File: src/rtl/load_store_unit.sv
// load_store_unit: byte-addressed load/store initiator for a word-addressed memory with a registered read.
// Defining LSU_RMW_EN enables sub-word stores through read-modify-write.
// Without it, byte and half stores are rejected with an error.
module load_store_unit #(
    parameter int WIDTH = 32,
    parameter int DEPTH = 512
) (
    input  logic             clk,
    input  logic             rst_n,
    input  logic             req_valid,
    output logic             req_ready,
    input  logic             req_write,
    input  logic [1:0]       req_size,
    input  logic             req_unsigned,
    input  logic [WIDTH-1:0] req_addr,
    input  logic [WIDTH-1:0] req_wdata,
    output logic             resp_valid,
    output logic [WIDTH-1:0] resp_rdata,
    output logic             resp_err,
    output logic             MemRead,
    output logic             MemWrite,
    output logic [WIDTH-1:0] Address,
    output logic [WIDTH-1:0] WriteData,
    input  logic [WIDTH-1:0] ReadData
);
    typedef enum logic [2:0] {IDLE, RD_ISSUE, RD_WAIT, WRITE, DONE} state_t;
    state_t           r_state, w_next;
    logic [WIDTH-1:0] r_addr, r_wdata, r_rdata, w_idx, w_ext, w_wdata;
    logic [1:0]       r_size;
    logic             r_uns, r_write, r_err, w_hs, w_err, w_rmw_rej;
    logic [4:0]       w_shamt;
    logic [15:0]      w_lane;

    assign w_hs    = req_valid & req_ready;
    assign w_idx   = req_addr >> 2;
`ifdef LSU_RMW_EN
    assign w_rmw_rej = 1'b0;
`else
    assign w_rmw_rej = req_write & ~req_size[1];
`endif
    assign w_err   = (req_size == 2'b11) | ((req_size == 2'b01) & req_addr[0]) |
                     ((req_size == 2'b10) & |req_addr[1:0]) | (w_idx >= WIDTH'(DEPTH)) | w_rmw_rej;
    assign w_shamt = {r_addr[1:0], 3'b000};
    assign w_lane  = 16'(ReadData >> w_shamt);
    assign w_ext   = (r_size == 2'b00) ? {{(WIDTH-8){w_lane[7] & ~r_uns}}, w_lane[7:0]} :
                     (r_size == 2'b01) ? {{(WIDTH-16){w_lane[15] & ~r_uns}}, w_lane[15:0]} : ReadData;

`ifdef LSU_RMW_EN
    logic [WIDTH-1:0] r_word, w_mask, w_merge;
    assign w_mask  = (r_size[0] ? WIDTH'(16'hFFFF) : WIDTH'(8'hFF)) << w_shamt;
    assign w_merge = (r_word & ~w_mask) | ((r_wdata << w_shamt) & w_mask);
    assign w_wdata = r_size[1] ? r_wdata : w_merge;

    // Keep the word read back in RD_WAIT for merging with the store lane.
    always_ff @(posedge clk) begin
        if (!rst_n) r_word <= '0;
        else if (r_state == RD_WAIT) r_word <= ReadData;
    end
`else
    assign w_wdata = r_wdata;
`endif

    assign req_ready  = (r_state == IDLE) & rst_n;
    assign MemRead    = (r_state == RD_ISSUE) | (r_state == RD_WAIT);
    assign MemWrite   = (r_state == WRITE);
    assign Address    = r_addr >> 2;
    assign WriteData  = MemWrite ? w_wdata : '0;
    assign resp_valid = (r_state == DONE);
    assign resp_rdata = resp_valid ? r_rdata : '0;
    assign resp_err   = resp_valid & r_err;

    // State register.
    always_ff @(posedge clk) begin
        if (!rst_n) r_state <= IDLE;
        else r_state <= w_next;
    end

    // Next state: errors skip memory, word stores skip the read, everything else reads first.
    always_comb begin
        w_next = r_state;
        case (r_state)
            IDLE:     if (w_hs) w_next = w_err ? DONE : (req_write & req_size[1]) ? WRITE : RD_ISSUE;
            RD_ISSUE: w_next = RD_WAIT;
            RD_WAIT:  w_next = r_write ? WRITE : DONE;
            WRITE:    w_next = DONE;
            DONE:     w_next = IDLE;
            default:  w_next = IDLE;
        endcase
    end

    // Register the request at acceptance; capture extended load data at the end of RD_WAIT.
    always_ff @(posedge clk) begin
        if (!rst_n) begin
            r_addr  <= '0;
            r_wdata <= '0;
            r_rdata <= '0;
            r_size  <= '0;
            r_uns   <= 1'b0;
            r_write <= 1'b0;
            r_err   <= 1'b0;
        end else begin
            if (w_hs) begin
                r_addr  <= req_addr;
                r_wdata <= req_wdata;
                r_rdata <= '0;
                r_size  <= req_size;
                r_uns   <= req_unsigned;
                r_write <= req_write;
                r_err   <= w_err;
            end
            if (r_state == RD_WAIT && !r_write) r_rdata <= w_ext;
        end
    end
endmodule

File: config.mk
export PLATFORM = sky130hd
export DESIGN_NAME = load_store_unit
export DESIGN_NICKNAME = d
export VERILOG_FILES = /design/src/rtl/load_store_unit.sv
export SDC_FILE = /design/constraint.sdc
export NUM_CORES = 1
export LEC_CHECK = 0
export BUFFER_PORTS_ARGS = -buffer_cell sky130_fd_sc_hd__buf_4
export CAP_MARGIN = 20
export CORE_ASPECT_RATIO = 0.8
export CORE_MARGIN = 10
export CORE_UTILIZATION = 45
export CTS_BUF_LIST = sky130_fd_sc_hd__clkbuf_8
export DETAILED_ROUTE_END_ITERATION = 6
export PLACE_DENSITY = 0.79
export REMOVE_ABC_BUFFERS = 1
export SLEW_MARGIN = 25
export SYNTH_ARGS = -nofsm -noshare
export SYNTH_HDL_FRONTEND = slang
export SYNTH_SLANG_ARGS = --single-unit
File: constraint.sdc
create_clock -name clk -period 2.7 [get_ports clk]
set_clock_uncertainty 0.1 [all_clocks]
set_input_delay 0.54 -clock clk [delete_from_list [all_inputs] [get_ports clk]]
set_output_delay 0.54 -clock clk [all_outputs]
set_load 0.05 [all_outputs]
---- Word-level counts from Yosys, hierarchy flattened ----
Index checks and enable logic that the tools add are counted.
operators by class
  bitwise gates (word level) .............. 16
  shift-type cells ........................ 1
  magnitude comparators ................... 1
  equality and inequality tests ........... 9
  mux-type cells .......................... 11
  reductions and logical operators ........ 6
operator list
  operator                count
  $mux W32                6
  $shr A32 B5 Y16         1
  $ge A30 B10 Y1 const B  1
  $pmux W3 S4             1
  $and A1 B1 Y1           9
  $mux W3                 3
  $eq A3 B2 Y1 const B    2
  $or A1 B1 Y1            5
  $eq A2 B1 Y1 const B    2
  $eq A2 B2 Y1 const B    2
  $eq A3 B1 Y1 const B    1
  $eq A3 B3 Y1 const B    1
  $logic_not A3 Y1        1
  $logic_not A2 Y1        1
  $mux W2                 1
  $ne A2 B2 Y1 const B    1
  $not A1 Y1              2
  $reduce_bool A2 Y1      1
  $reduce_or A2 Y1        1
  $logic_and A1 B1 Y1     1
  $logic_not A1 Y1        1
storage, ports and cells
  register bits ........................... 104
  output and inout bits ................... 101

---- Longest topological paths before layout ----
Gate-level depths: netlist of the first run.
  word-level depth ........................ 9
  depth in mapped cells ................... 6
  mapped depth without buffers ............ 4

---- Worst setup path after synthesis of the first run ----
Ideal clock, no wire load.
  path type ............................... flip-flop to output port
  start point ............................. reg r_state[2]
  end point ............................... out resp_rdata[22]
  path slack .............................. 0.039 ns
  required time ........................... 2.060 ns
  arrival time ............................ 2.021 ns
  stages on the path, launching flop included .. 4
  path buffers ............................ 1
  cell sequence ........................... dfxtp_1 > nor3b_1 > clkbuf_1 > and2_1
between the ends
  longest elaborated chain between the ends .. 2
ends and longest elaborated chain
  item                    line  RTL
  start, declared         27    state_t r_state, w_next;
  start signal, assigned  75    else r_state <= w_next;
  $eq A3 B3 Y1            68    assign resp_valid = (r_state == DONE);
  via resp_valid          17    output logic resp_valid,
  $mux W32                69    assign resp_rdata = resp_valid ? r_rdata : '0;
  end, declared           18    output logic [WIDTH-1:0] resp_rdata,
The timed path passes the listed nets, and every way through them passes these cells.

---- Worst setup path in the final report of the first run ----
  start point ............................. reg r_state[2]
  end point ............................... out resp_rdata[4]
between the ends
  longest elaborated chain between the ends .. 2
ends and longest elaborated chain
  item          line
  $eq A3 B3 Y1  68
  $mux W32      69
No other way between the ends.

==> flow_summary_export.csv, run 1 <==
group,metric,value,unit
sta,hold_violations,0,
logic_synthesis,ys_seq_elements,104,
logic_synthesis,synth.cell_area,5027,sq um
logic_synthesis,yosys.area_share.adder,0,%
setup_path,worst_ep_required_time,2060,ps
logic_synthesis,synth_xor_area_share,0,%
clocking,htreeDepth,3,
setup_path,cp-end-kind,"primary output",
die,start_util,46.16,%
logic_synthesis,ys_warn_count,0,
place,gp_congestion,0.8657,
drt,vias_per_cell,5.163,
logic_synthesis,yosys.area_share.simple,33.62,%
logic_synthesis,synth.most_common_cell,"nand2_1",
sta,finalCriticalPeriod,2474,ps
place,dpl.hpwl,12060,um
pwr,power,3.191,mW
pwr,power.density,483.4,nW/um^2
global_routing,grt_max_degree,66,
layout,nNetsFinal,882,
layout,finish.utilization,60.60,%
sta,rsz0062_at_grt,"false",
die,rows,34,
layout,syn_to_final_growth,31.28,%
drt,firstDrtPassIters,5,
drt,wl_per_cell,16.79,um
sta,fmax,404.3,MHz
global_routing,grt_pass1_vias,4795,
flow_run,drv_cap,0,
setup_path,crit_type,"flop to primary output",
die,die_x,138.2,um
logic_synthesis,synthDistinctLibCells,52,
setup_path,arrival,1830,ps
drt,ant_nets,0,
drt,drc,0,
logic_synthesis,yosys.area.top_type,"dfxtp_1",
clocking,cts_inserted_buffers,9,
clocking,cts_tree,"done",
logic_synthesis,synth_mux_area_share,2.389,%
die,pin_count,204,
place,portBuffers,201,
logic_synthesis,seq_area_frac_synth,41.41,%
global_routing,grtUsageTotal,18.32,%
layout,stdcell_count,928,
clocking,clock_latency,360,ps
clocking,cts_root_buf,"clkbuf_8",
logic_synthesis,synthFlopType,"dfxtp_1",
sta,setup_viol,0,
drt,drt_iter0_drc,430,
clocking,cts_setup_buffers,0,
place,post-place-ws,481.3,ps
global_routing,antenna_found_initial,0,
sta,slew_headroom,38.23,%
sta,setup_tns,0,ps
sta,final_max_slew_viol_count,0,
clocking,cts_buffer_depth,2,
hold_path,hp-class,"input pin to flop",
layout,drive_gt1_share,32.53,%
logic_synthesis,synthTopCellsByArea,"dfxtp_1 (41%), nand2_1 (12%), and2_1 (8.2%), nand3_1 (6.3%), buf_4 (4.9%)",
clocking,cts_hold_buf,0,
die,core_area,10890,sq um
die,die_area,15830,sq um
drt,vias,4791,
pwr,p_leak,3.193,nW
clocking,clk_transition_reported_paths,100,ps
outcome,status,"finished clean",
sta,setup_slack,226.4,ps
global_routing,grt_pass1_wl,24320,um
sta,post-route-period-util,91.61,%
logic_synthesis,synth_edf_count,0,
clocking,cts_resized,0,
logic_synthesis,synth_compound_area_share,13.34,%
drt,drt_wl_total,15580,um
setup_path,worst_setup_path_start_kind,"flop",
sta,hold_slack,249.2,ps
layout,final_area,6600,sq um
logic_synthesis,synth_top_area_share,41.41,%
sta,worstMarginPinSlew,926.6,ps
logic_synthesis,avgSynthCellArea,8.005,sq um
logic_synthesis,synthCells,628,
place,place_area,6414,sq um
die,die_h,114.5,um
logic_synthesis,yosys-top-cells-count,"nand2_1 (163), dfxtp_1 (104), and2_1 (66)",
clocking,cts.sinks,104,
global_routing,grt-ovfl-total,0,
logic_synthesis,synth_top_family_by_area,"simple AND/OR/NAND/NOR gates",
logic_synthesis,async_flop_share,0,%
pwr,max-vdd-ir-drop,371.5,uV
layout,antenna_cells,0,
setup_path,worstPathMaxFanout,33,
place,dp_cells,912,
## sequential cells by signal (all words and copies together), names as in the netlist
signal,count
r_err,1
r_state,3
r_size,2
r_addr,32
r_uns,1
r_wdata,32
r_write,1
r_rdata,32
## routing by layer
layer | part of all wire, % | global-route usage [%]
met1 | 41 | 20.56
met2 | 51 | 32.68
met3 | 6.0 | 5.846
met4 | 1.8 | 5.400
met5 | 0 | 0
## worst paths after layout
path / from / endpoint / slack [ps] / cells after the start
worst min register to register: r_wdata[0]$_SDFFE_PN0P_ / r_wdata[0]$_SDFFE_PN0P_ / 350 / 2
worst max register to register: r_addr[0]$_SDFFE_PN0P_ / r_rdata[18]$_SDFFE_PN0P_ / 460 / 5
worst max-delay path: r_state[2]$_SDFFE_PN0P_ / resp_rdata[4] / 230 / 4
worst min-delay path: req_wdata[1] / r_wdata[1]$_SDFFE_PN0P_ / 250 / 3
## placed cells by master (no fill, tap or decap), drive strengths merged, types with 3 or more instances in the layout
| cell type | n |
|---|---|
| mux2 | 6 |
| a21oi | 10 |
| o211a | 6 |
| buf | 214 |
| a22oi | 14 |
| dfxtp | 104 |
| nand2b | 5 |
| nor2 | 6 |
| nand3 | 63 |
| nand2 | 163 |
| nor2b | 18 |
| o31ai | 20 |
| and2 | 66 |
| a211oi | 3 |
| nor3 | 11 |
| a221oi | 6 |
| mux2i | 3 |
| clkbuf | 10 |
| o21ai | 14 |
| inv | 8 |
| nor4 | 5 |
## critical path: stages, from the launching register on
cell and delay [ps]:
dfxtp_1 520, nor3b_2 270, buf_4 290, and2_1 170, buf_4 190
## kinds of logic after synthesis
logic type	count (synthesis)
AOI/OAI and AO/OA	85
buffers and inverters	81
DFF	104
muxes	10
other	1
and+or+nand+nor	347
## power breakdown
group	internal [mW]	switching [mW]
logic	0.238	0.371
registers	1.61	0.0528
clock network	0.372	0.547
## final cells by class
cell class,instances,area [sq um]
clock buffers,10,137.6
clock inverters,6,48.80
fillers,1013,4290
inverters,6,22.52
multi-input cells,444,2497
flip-flops and latches,104,2082
well taps,144,180.2
repair buffers,214,1632
No activity file was read; power rests on OpenSTA's default activity.
==> run 2, diff against run 1 <==
--- a/config.mk
+++ b/config.mk
@@ -12,4 +12,5 @@
 export CORE_UTILIZATION = 45
-export CTS_BUF_LIST = sky130_fd_sc_hd__clkbuf_8
+export CTS_BUF_LIST = sky130_fd_sc_hd__clkbuf_4 sky130_fd_sc_hd__clkbuf_8
 export DETAILED_ROUTE_END_ITERATION = 6
+export GPL_TIMING_DRIVEN = 0
 export PLACE_DENSITY = 0.79
--- a/constraint.sdc
+++ b/constraint.sdc
@@ -4,2 +4,2 @@
 set_output_delay 0.54 -clock clk [all_outputs]
-set_load 0.05 [all_outputs]
+set_load 0.1 [all_outputs]
==> run 2 against run 1 <==
Against the previous run:
- clock-buffer cell count is 1 lower
- register-to-register slack worse by 260 ps
- sequential power about the same
==> flow_summary_export.csv, run 2 (synthesis results as in run 1) <==
group,metric,value,unit
sta,worstMarginPinSlew,1055,ps
clocking,cts_inserted_buffers,9,
hold_path,hp-class,"input pin to flop",
setup_path,arrival,1960,ps
global_routing,grt_pass1_wl,24650,um
die,die_x,138.2,um
place,place_area,6412,sq um
layout,layout_common_cells,"buf_4 (205), nand2_1 (162), dfxtp_1 (102), and2_1 (65), nand3_1 (63)",
sta,hold_violations,0,
sta,finalCriticalPeriod,2601,ps
global_routing,grt_max_degree,70,
pwr,p_leak,3.194,nW
clocking,cts_tree,"done",
flow_run,drv_cap,0,
pwr,max-vdd-ir-drop,322.3,uV
pwr,power,3.359,mW
setup_path,worst_ep_required_time,2060,ps
drt,firstDrtPassIters,4,
drt,ant_nets,0,
clocking,clock_latency,360,ps
sta,setup_viol,0,
global_routing,grt_pass1_vias,4753,
clocking,cts.sinks,104,
place,portBuffers,201,
clocking,clk_transition_reported_paths,100,ps
layout,syn_to_final_growth,32.18,%
setup_path,cp-end-kind,"primary output",
setup_path,critPathBufInv,2,
layout,antenna_cells,0,
sta,slew_headroom,29.54,%
layout,final_area,6645,sq um
outcome,status,"finished clean",
die,start_util,46.16,%
global_routing,antenna_found_initial,0,
clocking,htreeDepth,3,
setup_path,worst_setup_path_start_kind,"flop",
layout,largestRegisters,"r_addr x32, r_rdata x32, r_wdata x32",
global_routing,grtUsageTotal,18.56,%
setup_path,crit_type,"flop to primary output",
drt,wl_per_cell,17.08,um
drt,drc,0,
layout,final_common_cell,"buf_4",
setup_path,cp_slowest_cell,"dfxtp_1",
setup_path,cpMostUsedCell,"buf_4",
sta,final_max_slew_viol_count,0,
clocking,cts_hold_buf,0,
sta,post-route-period-util,96.32,%
global_routing,grt-ovfl-total,0,
die,die_h,114.5,um
sta,hold_slack,249.4,ps
die,core_area,10890,sq um
setup_path,max_stage_delay,570,ps
layout,finish.utilization,61.02,%
drt,drt_iter0_drc,312,
pwr,power.density,505.4,nW/um^2
place,dp_cells,905,
sta,fmax,384.5,MHz
layout,drive_gt1_share,32.65,%
place,dpl.hpwl,11890,um
setup_path,worstPathMaxFanout,12,
clocking,cts_root_buf,"clkbuf_8",
die,rows,34,
drt,drt_wl_total,15800,um
die,pin_count,204,
layout,nNetsFinal,879,
setup_path,crit_family,"flip-flops",
setup_path,path_cells,"nor3b_4, buf_4, and2_1, buf_4",
drt,vias,4832,
place,gp_congestion,0.8197,
layout,stdcell_count,925,
clocking,cts_buffer_depth,2,
sta,rsz0062_at_grt,"false",
die,die_area,15830,sq um
drt,vias_per_cell,5.224,
run 2: cell count changes in the layout (fill, tap and decap cells not counted), sizes merged:
cell	before	now
buf	214	211
clkbuf	10	9
clkinv	2	3
run 2: worst reg2reg max path: stages (launching register included):
cell and delay (ps):
dfxtp_1 750, clkinv_1 510, a31oi_1 430, a211oi_4 130, buf_12 210, o31ai_1 270
run 2: worst paths after layout:
| path | endpoint | from | cells after the start | slack [ps] |
|---|---|---|---|---|
| worst max-delay path | resp_rdata[3] | r_state[2]$_SDFFE_PN0P_ | 4 | 100 |
| worst min-delay path | r_wdata[2]$_SDFFE_PN0P_ | req_wdata[2] | 3 | 250 |
| worst max register to register | r_rdata[30]$_SDFFE_PN0P_ | r_addr[0]$_SDFFE_PN0P_ | 5 | 200 |
| worst min register to register | r_rdata[7]$_SDFFE_PN0P_ | r_rdata[7]$_SDFFE_PN0P_ | 2 | 350 |
run 2: repair_timing:
item	CTS	global route
resized for setup	2	2
buffers inserted	4	0
pin swaps	1	0
setup endpoints to repair	43	25
run 2: metrics by stage:
stage	setup slack, ps	TNS (ps)
6_report	99.43	0
2_1_floorplan	-2770	-203250
4_1_cts	30.86	0
3_3_place_gp	-1607	-158490
3_5_place_dp	-45.10	-163.7
5_1_grt	3.163	0
run 2: routing by layer:
metal | share of wire, % | track usage, %
met5 | 0 | 0
met4 | 2.0 | 6.452
met3 | 6.2 | 5.141
met2 | 50 | 32.04
met1 | 42 | 21.79
run 2: area by class of cell:
cell class | count | area (sq um)
fill | 993 | 4245
multi-input combinational | 444 | 2536
sequential | 104 | 2085
timing repair buffer | 211 | 1644
tap | 144 | 180.2
clock buffer | 9 | 123.9
clock inverter | 7 | 53.80
inverter | 6 | 22.52
run 2: power breakdown:
| group | switching, mW | internal (mW) | total, mW |
|---|---|---|---|
| clock network | 0.572 | 0.346 | 0.918 |
| logic | 0.514 | 0.254 | 0.768 |
| registers | 0.0624 | 1.61 | 1.67 |
==> run 3, diff against run 2 <==
CORE_UTILIZATION = 26   (was 45)
MAX_ROUTING_LAYER = met4   (was unset)
PLACE_DENSITY = 0.52   (was 0.79)
clock period = 2.5 ns   (was 2.7 ns; I/O delays follow)
==> run 3 against run 2 <==
Against the previous run:
- sequential power grew 8%
- wire length grew 10%
- non-clock buffer count grew 3
- worst setup slack gained 5.5 ps
- global-route usage shrank 4.9 points
- critical path depth grew 1
- clock-buffer cell count grew 1
- largest power group unchanged
- highest routed layer unchanged
==> flow_summary_export.csv, run 3 (synthesis results as in run 1) <==
group,metric,value,unit
drt,wl_per_cell,16.68,um
global_routing,grt_pass1_vias,4669,
die,rows,45,
setup_path,worst_setup_path_start_kind,"flop",
global_routing,antenna_found_initial,0,
layout,finish.utilization,36.37,%
die,core_area,18970,sq um
sta,setup_tns,0,ps
clocking,cts_tree,"done",
setup_path,crit_type,"flop to primary output",
layout,nNetsFinal,883,
die,pin_count,204,
sta,fmax,417.5,MHz
global_routing,grtUsageTotal,13.70,%
die,die_area,25330,sq um
place,portBuffers,201,
global_routing,grt-ovfl-total,0,
pwr,power.density,543.1,nW/um^2
setup_path,cp_slowest_cell,"dfxtp_2",
setup_path,cp-startpoint,"r_state[0]$_SDFFE_PN0P_",
sta,setup_viol,0,
sta,final_max_slew_viol_count,0,
hold_path,hp-start,"req_addr[5]",
layout,antenna_cells,0,
die,die_x,175.5,um
clocking,clk_transition_reported_paths,110,ps
clocking,cts.sinks,104,
clocking,cts_inserted_buffers,9,
drt,ant_nets,0,
clocking,htreeDepth,3,
drt,vias_per_cell,4.513,
clocking,cts_root_buf,"clkbuf_8",
setup_path,worstPathMaxFanout,17,
setup_path,path_cells,"nand2_2, nor2_4, buf_12, and2_1, buf_4",
drt,drt_iter0_drc,269,
layout,layout_common_cells,"buf_4 (197), nand2_1 (161), dfxtp_1 (98), and2_1 (65), nand3_1 (63)",
drt,vias,4707,
pwr,max-vdd-ir-drop,303.3,uV
place,dpl.hpwl,12600,um
setup_path,max_stage_delay,480,ps
clocking,cts_hold_buf,0,
drt,drt_wl_total,17400,um
global_routing,grt_pass1_wl,26850,um
sta,worstMarginPinSlew,950.8,ps
setup_path,crit_family,"simple AND/OR/NAND/NOR gates",
sta,hold_violations,0,
setup_path,cp-end-kind,"primary output",
die,start_util,26.50,%
layout,drive_gt1_share,33.76,%
outcome,status,"finished clean",
setup_path,worst_ep_required_time,1900,ps
global_routing,grt_max_degree,70,
clocking,cts_buffer_depth,2,
hold_path,hp-class,"input pin to flop",
place,gp_congestion,0.7516,
layout,final_common_cell,"buf_4",
clocking,clock_latency,370,ps
setup_path,critPathBufInv,2,
flow_run,drv_cap,0,
drt,drc,0,
setup_path,r2r_start,"r_state[2]$_SDFFE_PN0P_",
sta,post-route-period-util,95.80,%
sta,finalCriticalPeriod,2395,ps
drt,firstDrtPassIters,5,
layout,syn_to_final_growth,37.28,%
pwr,p_leak,3.230,nW
die,die_h,144.4,um
sta,slew_headroom,36.61,%
setup_path,arrival,1800,ps
layout,largestRegisters,"r_addr x32, r_rdata x32, r_wdata x32",
run 3: repair_timing:
action / 4_1_cts / 5_1_grt
setup buffers: 6 / 1
endpoints found under the hold margin: 0 / 0
resized for setup: 10 / 12
setup endpoints to repair: 75 / 32
gates cloned: 1 / 0
pin swaps: 2 / 0
run 3: where the power goes:
group,total [mW],switching (mW),internal (mW)
clock network,1.12,0.629,0.495
logic,0.821,0.555,0.265
registers,1.80,0.0644,1.74
total,3.75,1.25,2.50
run 3: worst paths after layout:
check | end | slack (ps) | cells after the start
max | WriteData[23] | 100 | 5
min | r_addr[5]$_SDFFE_PN0P_ | 190 | 3
max reg2reg | r_rdata[12]$_SDFFE_PN0P_ | 210 | 6
min reg2reg | r_wdata[14]$_SDFFE_PN0P_ | 350 | 2
run 3: metal layers:
| metal | vias up | part of all wire (%) | GRT usage [%] | wire length (um) |
|---|---|---|---|---|
| met4 | 0 | 0.82 | 2.939 | 142 |
| met1 | 2172 | 48 | 18.02 | 8318 |
| met5 | - | 0 | - | 0 |
| met3 | 10 | 6.8 | 4.169 | 1182 |
| li1 | 2378 | - | - | - |
| met2 | 147 | 45 | 20.34 | 7751 |
run 3: layout make-up:
class	instances	area [sq um]
Fill cell	2040	12070
Multi-Input combinational cell	445	2560
Sequential cell	104	2092
Timing Repair Buffer	214	1699
Tap cell	258	322.8
Clock buffer	10	137.6
Clock inverter	6	67.56
Inverter	6	22.52
run 3: worst reg2reg max path, stage by stage, from the launching register on:
cell and delay, ps:
dfxtp_4 360, buf_4 160, nor4b_4 830, a211oi_4 190
buf_6 230, a22oi_1 200, o21ai_0 100
run 3: per-stage QoR:
stage / total power [mW] / cells / hold slack [ps] / worst slack, ps / cell area (sq um)
after detailed placement: 2.659 / 1019 / 332.7 / -333.9 / 6553
final: 3.748 / 1043 / 192.0 / 104.9 / 6902
after floorplan: 2.317 / 554 / 316.6 / -2930 / 4593
after global placement: 2.629 / 1013 / 331.8 / -2447 / 6425
after CTS: 3.822 / 1042 / 148.0 / 34.95 / 6854
after global routing: 3.941 / 1043 / 160.0 / -0.3977 / 6902
